File: src/rtl/myadd_pipe_if.sv
// myadd_pipe_if: operand/result handshake bundle for the pipelined adder.
// The master side offers operands and takes results; the slave side is the adder.
interface myadd_pipe_if #(parameter int N = 8);
  logic         in_valid;
  logic         in_ready;
  logic [N-1:0] a;
  logic [N-1:0] b;
  logic         cin;
  logic         sub;
  logic         out_valid;
  logic         out_ready;
  logic [N-1:0] sum;
  logic         cout;
  logic         ovf;
  logic         zero;

  modport master (
    output in_valid, a, b, cin, sub, out_ready,
    input  in_ready, out_valid, sum, cout, ovf, zero
  );

  modport slave (
    input  in_valid, a, b, cin, sub, out_ready,
    output in_ready, out_valid, sum, cout, ovf, zero
  );
endinterface

File: src/rtl/myadd_pipe.sv
// myadd_pipe: pipelined N-bit adder/subtractor with valid/ready on both sides.
// The carry chain is cut into STAGES chunks of C = N/STAGES bits (N must be a
// multiple of STAGES). Each stage adds one chunk, appends it to the partial
// result it received and passes the still-unused upper operand bits forward,
// so register width shrinks on the operand side as it grows on the result side.
// Data registers only load on real beats: bubbles leave the previous contents
// in place, which keeps outputs at their reset value until the first result.
module myadd_pipe #(
  parameter int N      = 8,
  parameter int STAGES = 2
) (
  input  logic           clk,
  input  logic           rst,
  myadd_pipe_if.slave    bus
);

  localparam int C = N / STAGES;

  logic         advance;
  logic [N-1:0] b_eff;
  logic         c0;
  logic         last_v;
  logic [N-1:0] last_sum;
  logic         last_cout;
  logic         ovf_d;
  logic         ovf_q;
  logic         zero_d;
  logic         zero_q;

  // Subtraction is a + ~b + ~cin, so cout=1 means "no borrow"
  always_comb begin
    b_eff = bus.sub ? ~bus.b   : bus.b;
    c0    = bus.sub ? ~bus.cin : bus.cin;
  end

  // The whole pipe moves together unless a finished result is waiting
  assign advance = !last_v || bus.out_ready;

  for (genvar i = 0; i < STAGES; i++) begin : st
    localparam int SW = N - i * C;
    localparam int RW = (i + 1) * C;

    logic [SW-1:0] a_src;
    logic [SW-1:0] b_src;
    logic          c_src;
    logic          v_src;
    logic [C:0]    part;
    logic [RW-1:0] r_new;
    logic [RW-1:0] r_d;
    logic [RW-1:0] r_q;
    logic          c_d;
    logic          c_q;
    logic          v_d;
    logic          v_q;

    if (i == 0) begin : g_src
      assign a_src = bus.a;
      assign b_src = b_eff;
      assign c_src = c0;
      assign v_src = bus.in_valid;
      assign r_new = part[C-1:0];
    end else begin : g_src
      assign a_src = ops[i-1].a_q;
      assign b_src = ops[i-1].b_q;
      assign c_src = st[i-1].c_q;
      assign v_src = st[i-1].v_q;
      assign r_new = {part[C-1:0], st[i-1].r_q};
    end

    assign part = {1'b0, a_src[C-1:0]} + {1'b0, b_src[C-1:0]} + {{C{1'b0}}, c_src};

    // Shift the valid bit every advance; capture chunk result only for real beats
    always_comb begin
      v_d = v_q;
      c_d = c_q;
      r_d = r_q;
      if (advance) begin
        v_d = v_src;
        if (v_src) begin
          c_d = part[C];
          r_d = r_new;
        end
      end
    end

    // Stage valid, carry and partial result registers
    always_ff @(posedge clk or posedge rst) begin
      if (rst) begin
        v_q <= 1'b0;
        c_q <= 1'b0;
        r_q <= '0;
      end else begin
        v_q <= v_d;
        c_q <= c_d;
        r_q <= r_d;
      end
    end
  end

  for (genvar i = 0; i < STAGES - 1; i++) begin : ops
    localparam int SW = N - i * C;
    localparam int OW = SW - C;

    logic [OW-1:0] a_d;
    logic [OW-1:0] a_q;
    logic [OW-1:0] b_d;
    logic [OW-1:0] b_q;

    // Carry the not-yet-added operand chunks alongside stage i's beat
    always_comb begin
      a_d = a_q;
      b_d = b_q;
      if (advance && st[i].v_src) begin
        a_d = st[i].a_src[SW-1:C];
        b_d = st[i].b_src[SW-1:C];
      end
    end

    // Delayed upper operand registers
    always_ff @(posedge clk or posedge rst) begin
      if (rst) begin
        a_q <= '0;
        b_q <= '0;
      end else begin
        a_q <= a_d;
        b_q <= b_d;
      end
    end
  end

  assign last_v    = st[STAGES-1].v_q;
  assign last_sum  = st[STAGES-1].r_q;
  assign last_cout = st[STAGES-1].c_q;

  // Overflow uses the operand msbs that reach the last stage; zero looks at the full result
  always_comb begin
    ovf_d  = ovf_q;
    zero_d = zero_q;
    if (advance && st[STAGES-1].v_src) begin
      ovf_d  = (st[STAGES-1].a_src[C-1] == st[STAGES-1].b_src[C-1]) &&
               (st[STAGES-1].part[C-1] != st[STAGES-1].a_src[C-1]);
      zero_d = (st[STAGES-1].r_new == '0);
    end
  end

  // Flag registers sit beside the final result so all outputs come from flops
  always_ff @(posedge clk or posedge rst) begin
    if (rst) begin
      ovf_q  <= 1'b0;
      zero_q <= 1'b0;
    end else begin
      ovf_q  <= ovf_d;
      zero_q <= zero_d;
    end
  end

  assign bus.in_ready  = advance;
  assign bus.out_valid = last_v;
  assign bus.sum       = last_sum;
  assign bus.cout      = last_cout;
  assign bus.ovf       = ovf_q;
  assign bus.zero      = zero_q;

endmodule

File: src/flat_wrapper.sv
// flat-port wrapper written by rule: the top's interface ports become plain ports
module myadd_pipe_flat 
#(
  parameter int N      = 8,
  parameter int STAGES = 2
)
  (clk, rst, bus_in_valid, bus_a, bus_b, bus_cin, bus_sub, bus_out_ready, bus_in_ready, bus_out_valid, bus_sum, bus_cout, bus_ovf, bus_zero);
  myadd_pipe_if #(.N(N)) bus_i ();
  input  logic clk;
  input  logic rst;
  input wire logic [$bits(bus_i.in_valid)-1:0] bus_in_valid;
  input wire logic [$bits(bus_i.a)-1:0] bus_a;
  input wire logic [$bits(bus_i.b)-1:0] bus_b;
  input wire logic [$bits(bus_i.cin)-1:0] bus_cin;
  input wire logic [$bits(bus_i.sub)-1:0] bus_sub;
  input wire logic [$bits(bus_i.out_ready)-1:0] bus_out_ready;
  output wire logic [$bits(bus_i.in_ready)-1:0] bus_in_ready;
  output wire logic [$bits(bus_i.out_valid)-1:0] bus_out_valid;
  output wire logic [$bits(bus_i.sum)-1:0] bus_sum;
  output wire logic [$bits(bus_i.cout)-1:0] bus_cout;
  output wire logic [$bits(bus_i.ovf)-1:0] bus_ovf;
  output wire logic [$bits(bus_i.zero)-1:0] bus_zero;
  assign bus_i.in_valid = bus_in_valid;
  assign bus_i.a = bus_a;
  assign bus_i.b = bus_b;
  assign bus_i.cin = bus_cin;
  assign bus_i.sub = bus_sub;
  assign bus_i.out_ready = bus_out_ready;
  assign bus_in_ready = bus_i.in_ready;
  assign bus_out_valid = bus_i.out_valid;
  assign bus_sum = bus_i.sum;
  assign bus_cout = bus_i.cout;
  assign bus_ovf = bus_i.ovf;
  assign bus_zero = bus_i.zero;
  myadd_pipe #(.N(N), .STAGES(STAGES)) u_core (.clk(clk), .rst(rst), .bus(bus_i));
endmodule
File: config.mk
export PLATFORM = sky130hd
export DESIGN_NAME = myadd_pipe_flat
export DESIGN_NICKNAME = d
export VERILOG_FILES = /design/src/rtl/myadd_pipe_if.sv /design/src/rtl/myadd_pipe.sv /design/src/flat_wrapper.sv
export SDC_FILE = /design/constraint.sdc
export NUM_CORES = 1
export LEC_CHECK = 0
export ABC_AREA = 1
export BUFFER_PORTS_ARGS = -buffer_cell sky130_fd_sc_hd__clkbuf_2
export CAP_MARGIN = 10
export CELL_PAD_IN_SITES_DETAIL_PLACEMENT = 1
export CELL_PAD_IN_SITES_GLOBAL_PLACEMENT = 1
export CORE_MARGIN = 2
export CORE_UTILIZATION = 39
export CTS_CLUSTER_SIZE = 24
export DETAILED_ROUTE_END_ITERATION = 10
export GPL_TIMING_DRIVEN = 0
export PLACE_DENSITY_LB_ADDON = 0.1
export SETUP_SLACK_MARGIN = 0.05
export SLEW_MARGIN = 10
export SYNTH_ARGS = -nofsm -noshare
export SYNTH_HDL_FRONTEND = slang
export SYNTH_SLANG_ARGS = --single-unit
File: constraint.sdc
create_clock -name clk -period 2.05 [get_ports clk]
set_input_delay 0.41 -clock clk [delete_from_list [all_inputs] [get_ports clk]]
set_output_delay 0.41 -clock clk [all_outputs]
set_load 0.02 [all_outputs]
==> results.py, run 1 <==
metrics = {
    "clock_network": {
        "clock_path_buffers": 2,
        "h-tree-depth": 1,
        "ctsResizeCount": 0,
        "cts.reportedPaths.clkPinSlew_ns": 0.09,
        "hold_buffers": 0,
        "cts_tree": "done",
        "post_cts_buffers": 0,
        "numCtsBuffers": 3,
        "worstSkewPairLatency_ns": 0.27,
        "cts-root-buf": "clkbuf_8",
        "clock_sinks": 26,
    },
    "sta": {
        "fin_skew_ns": 0.00214,
        "setup_viol": 0,
        "rsz0062_at_grt": "false",
        "hold_violations": 0,
        "max_freq_mhz": 551,
        "fin_crit_ns": 1.82,
        "maxSlewViolCount": 0,
        "tightest_slew_ns": 0.972,
        "fin_crit_sh_pct": 88.6,
        "slew_headroom_pct": 35.1,
        "final.setup.worst_slack_ns": 0.235,
    },
    "floorplanning": {
        "die_area_um2": 4170,
        "dieHeight_um": 64.6,
        "core_area_um2": 3610,
        "ios": 35,
        "start_util_pct": 39.7,
        "num_rows": 22,
        "die_w_um": 64.6,
    },
    "global_routing": {
        "grt_max_degree": 27,
        "gr-usage-all-layers_pct": 16.3,
        "antenna_found_initial": 0,
        "first_global_vias": 1186,
        "grt_first_pass_wirelength_um": 5250,
        "grt_overflow": 0,
    },
    "setup_path": {
        "startpoint_type": "primary input",
        "arrival_ns": 1.98,
        "crit_slowest_cell": "fa_1",
        "cp_num_buf_inv": 1,
        "crit_fanout": 9,
        "path_cells": "buf_2 -> xor2_1 -> fa_1 -> fa_1 -> xor2_1 -> nand2_1 -> o21ai_0",
        "slowest_delay_ns": 0.45,
        "worstSetupPathType": "in2reg",
        "cp-end-kind": "register",
        "ff2ff_setup_slack_ns": 0.25,
        "path_delay_family": "adder cells",
        "cp.required_ns": 2.21,
    },
    "cells_and_area": {
        "fillers": 437,
        "antenna_cells": 0,
        "multi_input_area_um2": 687,
        "syn_to_final_growth_pct": 19.7,
        "regArea_um2": 651,
        "drive_above_1_share_pct": 30.7,
        "fin_area_um2": 1720,
        "nNetsFinal": 222,
    },
    "logic_synthesis": {
        "ys_dominant_reg_cell": "dfrtp_1",
        "netlist_area_um2": 1430,
        "synth_enable_flop_cells": 0,
        "ys_async_sr_fraction_pct": 100,
        "synth_commonest_cells": "46 x nand2_1, 26 x dfrtp_1, 12 x inv_1, 9 x o21ai_2, 8 x nand3_1",
        "syn_nets": 184,
        "synth_top_cells_by_area": "dfrtp_1 45%, nand2_1 12%, fa_1 5.6%, o21ai_2 5.5%, ha_1 5.2%",
        "syn_inst": 152,
        "synthDistinctLibCells": 23,
        "yosys_warnings": 0,
        "synth.avg_cell_area_um2": 9.43,
        "ys_ff_latch": 26,
        "synth.largest_area_cell": "dfrtp_1",
        "ys_seq_area_share_pct": 45.4,
        "synth_top_cell_area_share_pct": 45.4,
        "yosysMostFrequentCell": "nand2_1",
    },
    "power_and_ir_drop": {
        "power_leakage_nw": 0.895,
        "power_density_nw_per_um2": 1030,
        "peakVddDrop_uv": 369,
    },
    "detailed_routing": {
        "wl_um": 2930,
        "avgRoutedWirePerCell_um": 12.4,
        "ant_nets": 0,
        "detailedRoute.firstIterationViolations": 27,
        "vias": 1118,
        "met2_length_um": 1480,
        "vias_per_cell": 4.72,
        "route.met3.wl_um": 111,
        "firstDrtPassIters": 4,
        "wl_met1_um": 1300,
        "drc_errors": 0,
        "highest_layer": "met4",
    },
    "place": {
        "placed_area_um2": 1660,
        "gp_congestion": 0.732,
        "port_buffers": 33,
        "hpwlAfterDp_um": 2370,
        "pre_cts_ws_ns": -0.0699,
    },
    "run_status": {
        "outcome": "finished clean",
    },
    "hold_path": {
        "hold_path.class": "in2async",
    },
    "run": {
        "cap_violations": 0,
    },
}
-- cell families (layout without fill, tap and decap cells) --
kind of cell,count (synthesis),after routing,synth area share [%]
fa+ha+maj,10,10,10.8
xor+xnor,11,11,6.72
buf+inv,18,55,6.81
flops,26,26,45.4
compound gates,19,19,9.00
simple gates,68,68,21.2
-- sequential cells by signal (all words and copies together), names as in the netlist --
signal and flops:
u_core.st.v_q 1, u_core.bus.zero 1, u_core.bus.cout 1, u_core.st.r_q 4
u_core.bus.out_valid 1, u_core.ops.b_q 4, u_core.bus.sum 8, u_core.bus.ovf 1
u_core.ops.a_q 4, u_core.st.c_q 1
-- through the flow --
step / util, % / std cells / power, mW / hold WS (ns) / setup TNS (ns)
3_3_place_gp: 46.0 / 233 / 1.43 / 0.456 / -0.0183
3_5_place_dp: 46.0 / 233 / 1.46 / 0.466 / -0.0811
2_1_floorplan: - / 152 / 1.24 / 0.446 / 0
5_1_grt: 47.6 / 237 / 1.91 / 0.351 / 0
4_1_cts: 47.5 / 237 / 1.80 / 0.332 / 0
6_report: 47.6 / 237 / 1.77 / 0.330 / 0
-- cell usage in the layout, fill, tap and decap left out, types with 2 or more instances in the layout --
cell,instances
ha_1,6
nor2_1,6
dfrtp_1,26
fa_1,3
clkbuf_2,33
a21oi_1,4
nor2_4,3
o21ai_2,9
nand2_1,46
o21ai_0,6
nand3_1,8
inv_1,12
clkbuf_8,4
xor2_1,7
xnor2_1,4
buf_6,2
-- area by class of cell --
class	count	area share (%)
Timing Repair Buffer	33	9.63
Multi-Input combinational cell	108	40.0
Tap cell	48	3.50
Buffer	4	2.48
Sequential cell	26	37.9
Inverter	14	3.21
Clock buffer	4	3.21
-- path summary, 6_finish.rpt --
path,startpoint,cells past startpoint,endpoint
max,bus_sub,7,u_core.st[0].r_q[2]
min,rst,2,u_core.bus.sum[2]
max reg2reg,u_core.ops[0].b_q[0],7,u_core.bus.zero
min reg2reg,u_core.bus.sum[5],2,u_core.bus.sum[5]
max in group asynchronous,rst,2,u_core.ops[0].b_q[3]
min in group clk,bus_a[4],3,u_core.ops[0].a_q[0]
-- layer usage --
| layer | vias up | global-route usage (%) |
|---|---|---|
| met5 | - | 0 |
| met4 | 0 | 5.59 |
| met3 | 4 | 2.26 |
| met2 | 27 | 30.2 |
| met1 | 530 | 19.4 |
| li1 | 557 | - |
-- report_power, final --
group	switching (mW)	internal, mW
registers	0.0839	0.655
clock network	0.164	0.172
logic	0.433	0.267
total	0.681	1.09
Note: power is estimated with default switching activity, not from simulation.
==> run 2, diff against run 1 <==
- CORE_UTILIZATION: 39 -> 41
- CTS_BUF_LIST: unset -> sky130_fd_sc_hd__clkbuf_4 sky130_fd_sc_hd__clkbuf_8
- PLACE_DENSITY: unset -> 0.9
- PLACE_DENSITY_LB_ADDON: 0.1 -> unset
==> run 2 against run 1 <==
Wire length up 1.5%. Sequential cell count unchanged. Cell count is 0.84% lower. Cell area fell by 1.6%. Register-to-register slack about the same. Non-clock buffer count increased by 1. Via count is 0.54% higher. Worst hold slack got worse by 0.064 ns. Total power decreased by 6.2%. Setup slack better by 0.023 ns. Critical path depth unchanged. Sequential share of layout area grew 0.62 points. Largest cell class unchanged. Highest routed layer unchanged.
==> results.py, run 2 (synthesis results as in run 1) <==
metrics = {
    "power_and_ir_drop": {
        "pwr-share-comb_pct": 42.9,
        "power_leakage_nw": 0.885,
        "p_clk_share_pct": 12.5,
        "total_power_mw": 1.66,
        "peakVddDrop_uv": 235,
        "swShare_pct": 40.2,
        "power_density_nw_per_um2": 986,
        "share_seq_of_total_power_pct": 44.6,
        "p_int_uw": 995,
        "p_sw_uw": 670,
    },
    "sta": {
        "hold_violations": 0,
        "slew_headroom_pct": 36.5,
        "rsz0062_at_grt": "false",
        "fin_crit_ns": 1.79,
        "max_freq_mhz": 558,
        "fin_crit_sh_pct": 87.4,
        "fin_skew_ns": 0.00517,
        "setup_tns_ns": 0,
        "tightest_slew_ns": 0.951,
        "setup_viol": 0,
        "maxSlewViolCount": 0,
    },
    "setup_path": {
        "crit_fanout": 2,
        "r2r-end": "u_core.bus.zero",
        "cp-end-kind": "register",
        "path_delay_family": "adder cells",
        "cp.depth": 7,
        "path_cells": "fa_2 -> fa_1 -> nor2_1 -> nand3_1 -> nor2_1 -> nand3_1 -> nand2_1",
        "crit-reg2reg-launch": "u_core.ops[0].b_q[0]",
        "reg2reg_depth": 7,
        "startpoint": "u_core.ops[0].b_q[0]",
        "arrival_ns": 2.06,
        "ff2ff_setup_slack_ns": 0.26,
        "cp.required_ns": 2.32,
        "slowest_delay_ns": 0.46,
        "crit_slowest_cell": "fa_1",
        "startpoint_type": "register",
        "endpoint": "u_core.bus.zero",
        "worstSetupPathType": "reg2reg",
        "cp_num_buf_inv": 0,
    },
    "detailed_routing": {
        "drc_errors": 0,
        "wl_um": 2970,
        "avgRoutedWirePerCell_um": 12.6,
        "detailedRoute.firstIterationViolations": 50,
        "vias_per_cell": 4.78,
        "vias": 1124,
        "ant_nets": 0,
        "firstDrtPassIters": 4,
    },
    "clock_network": {
        "worstSkewPairLatency_ns": 0.32,
        "numCtsBuffers": 3,
        "cts-root-buf": "clkbuf_4",
        "cts.reportedPaths.clkPinSlew_ns": 0.13,
        "clock_path_buffers": 2,
        "hold_buffers": 0,
        "clock_sinks": 26,
        "cts_tree": "done",
        "h-tree-depth": 1,
    },
    "cells_and_area": {
        "largest_reg_flops": 8,
        "layout_commonest_cell": "nand2_1",
        "nNetsFinal": 223,
        "antenna_cells": 0,
        "drive_above_1_share_pct": 30.7,
        "syn_to_final_growth_pct": 17.8,
        "final_cell_mix": "46 x nand2_1, 33 x clkbuf_2, 26 x dfrtp_1",
    },
    "place": {
        "port_buffers": 33,
        "gp_congestion": 0.705,
        "hpwlAfterDp_um": 2560,
    },
    "global_routing": {
        "antenna_found_initial": 0,
        "grt_max_degree": 27,
        "gr-usage-all-layers_pct": 17.0,
        "first_global_vias": 1179,
        "grt_first_pass_wirelength_um": 5220,
        "grt_overflow": 0,
    },
    "run_status": {
        "outcome": "finished clean",
    },
    "run": {
        "cap_violations": 0,
    },
    "floorplanning": {
        "dieHeight_um": 63.1,
        "start_util_pct": 42.9,
        "die_w_um": 63.1,
        "num_rows": 21,
        "die_area_um2": 3980,
        "core_area_um2": 3340,
        "ios": 35,
    },
    "hold_path": {
        "hold_path.class": "in2async",
    },
}
-- run 2: cell types whose count changed in the layout (fill, tap and decap cells not counted) --
cell      previous run  this run
clkbuf_4             0         3
clkbuf_8             4         0
buf_4                0         1
-- run 2: repair_timing --
action | CTS | global route
resized for setup | 0 | 1
setup endpoints to repair | 0 | 1
buffers inserted | 0 | 1
-- run 2: power groups by stage --
stage	registers (mW)	logic, mW	clock network, mW
after floorplan	0.850	0.393	0
after global placement	0.741	0.677	0
final	0.743	0.714	0.208
after detailed placement	0.756	0.717	0
after global routing	0.764	0.792	0.235
after CTS	0.745	0.719	0.218
-- run 2: area by class of cell --
| class | count | area (µm²) |
|---|---|---|
| flip-flops and latches | 26 | 651 |
| repair buffers | 34 | 173 |
| clock buffers | 3 | 22.5 |
| plain buffers | 4 | 42.5 |
| well taps | 46 | 57.6 |
| fillers | 424 | 1650 |
| inverters | 14 | 55.1 |
| multi-input cells | 108 | 687 |
-- run 2: metrics by stage --
step / cells / setup slack [ns] / hold WS, ns / instance area [µm²] / utilization, %
floorplan: 152 / 0.0758 / 0.446 / 1430 / -
global placement: 231 / -0.00144 / 0.455 / 1660 / 49.6
detailed placement: 231 / -0.0874 / 0.464 / 1660 / 49.6
CTS: 234 / 0.174 / 0.289 / 1680 / 50.3
global route: 235 / 0.110 / 0.292 / 1690 / 50.6
finish: 235 / 0.257 / 0.266 / 1690 / 50.6
-- run 2: metal layers --
metal  track usage (%)  wire length, µm  vias to the layer above
met4              5.83               51                        0
li1                  -                -                      557
met2              33.2             1570                       30
met1              18.1             1210                      532
met3              3.04              149                        5
met5                 0                0                        -
-- run 2: worst min path at each step --
stage	end	slack [ns]	depth (start not counted)
2_1_floorplan	u_core.bus.cout	0.45	1
3_3_place_gp	u_core.bus.sum[5]	0.46	2
3_5_place_dp	u_core.bus.sum[5]	0.46	2
4_1_cts	u_core.ops[0].a_q[2]	0.29	3
5_1_grt	u_core.ops[0].a_q[2]	0.29	3
6_report	u_core.bus.sum[1]	0.27	2
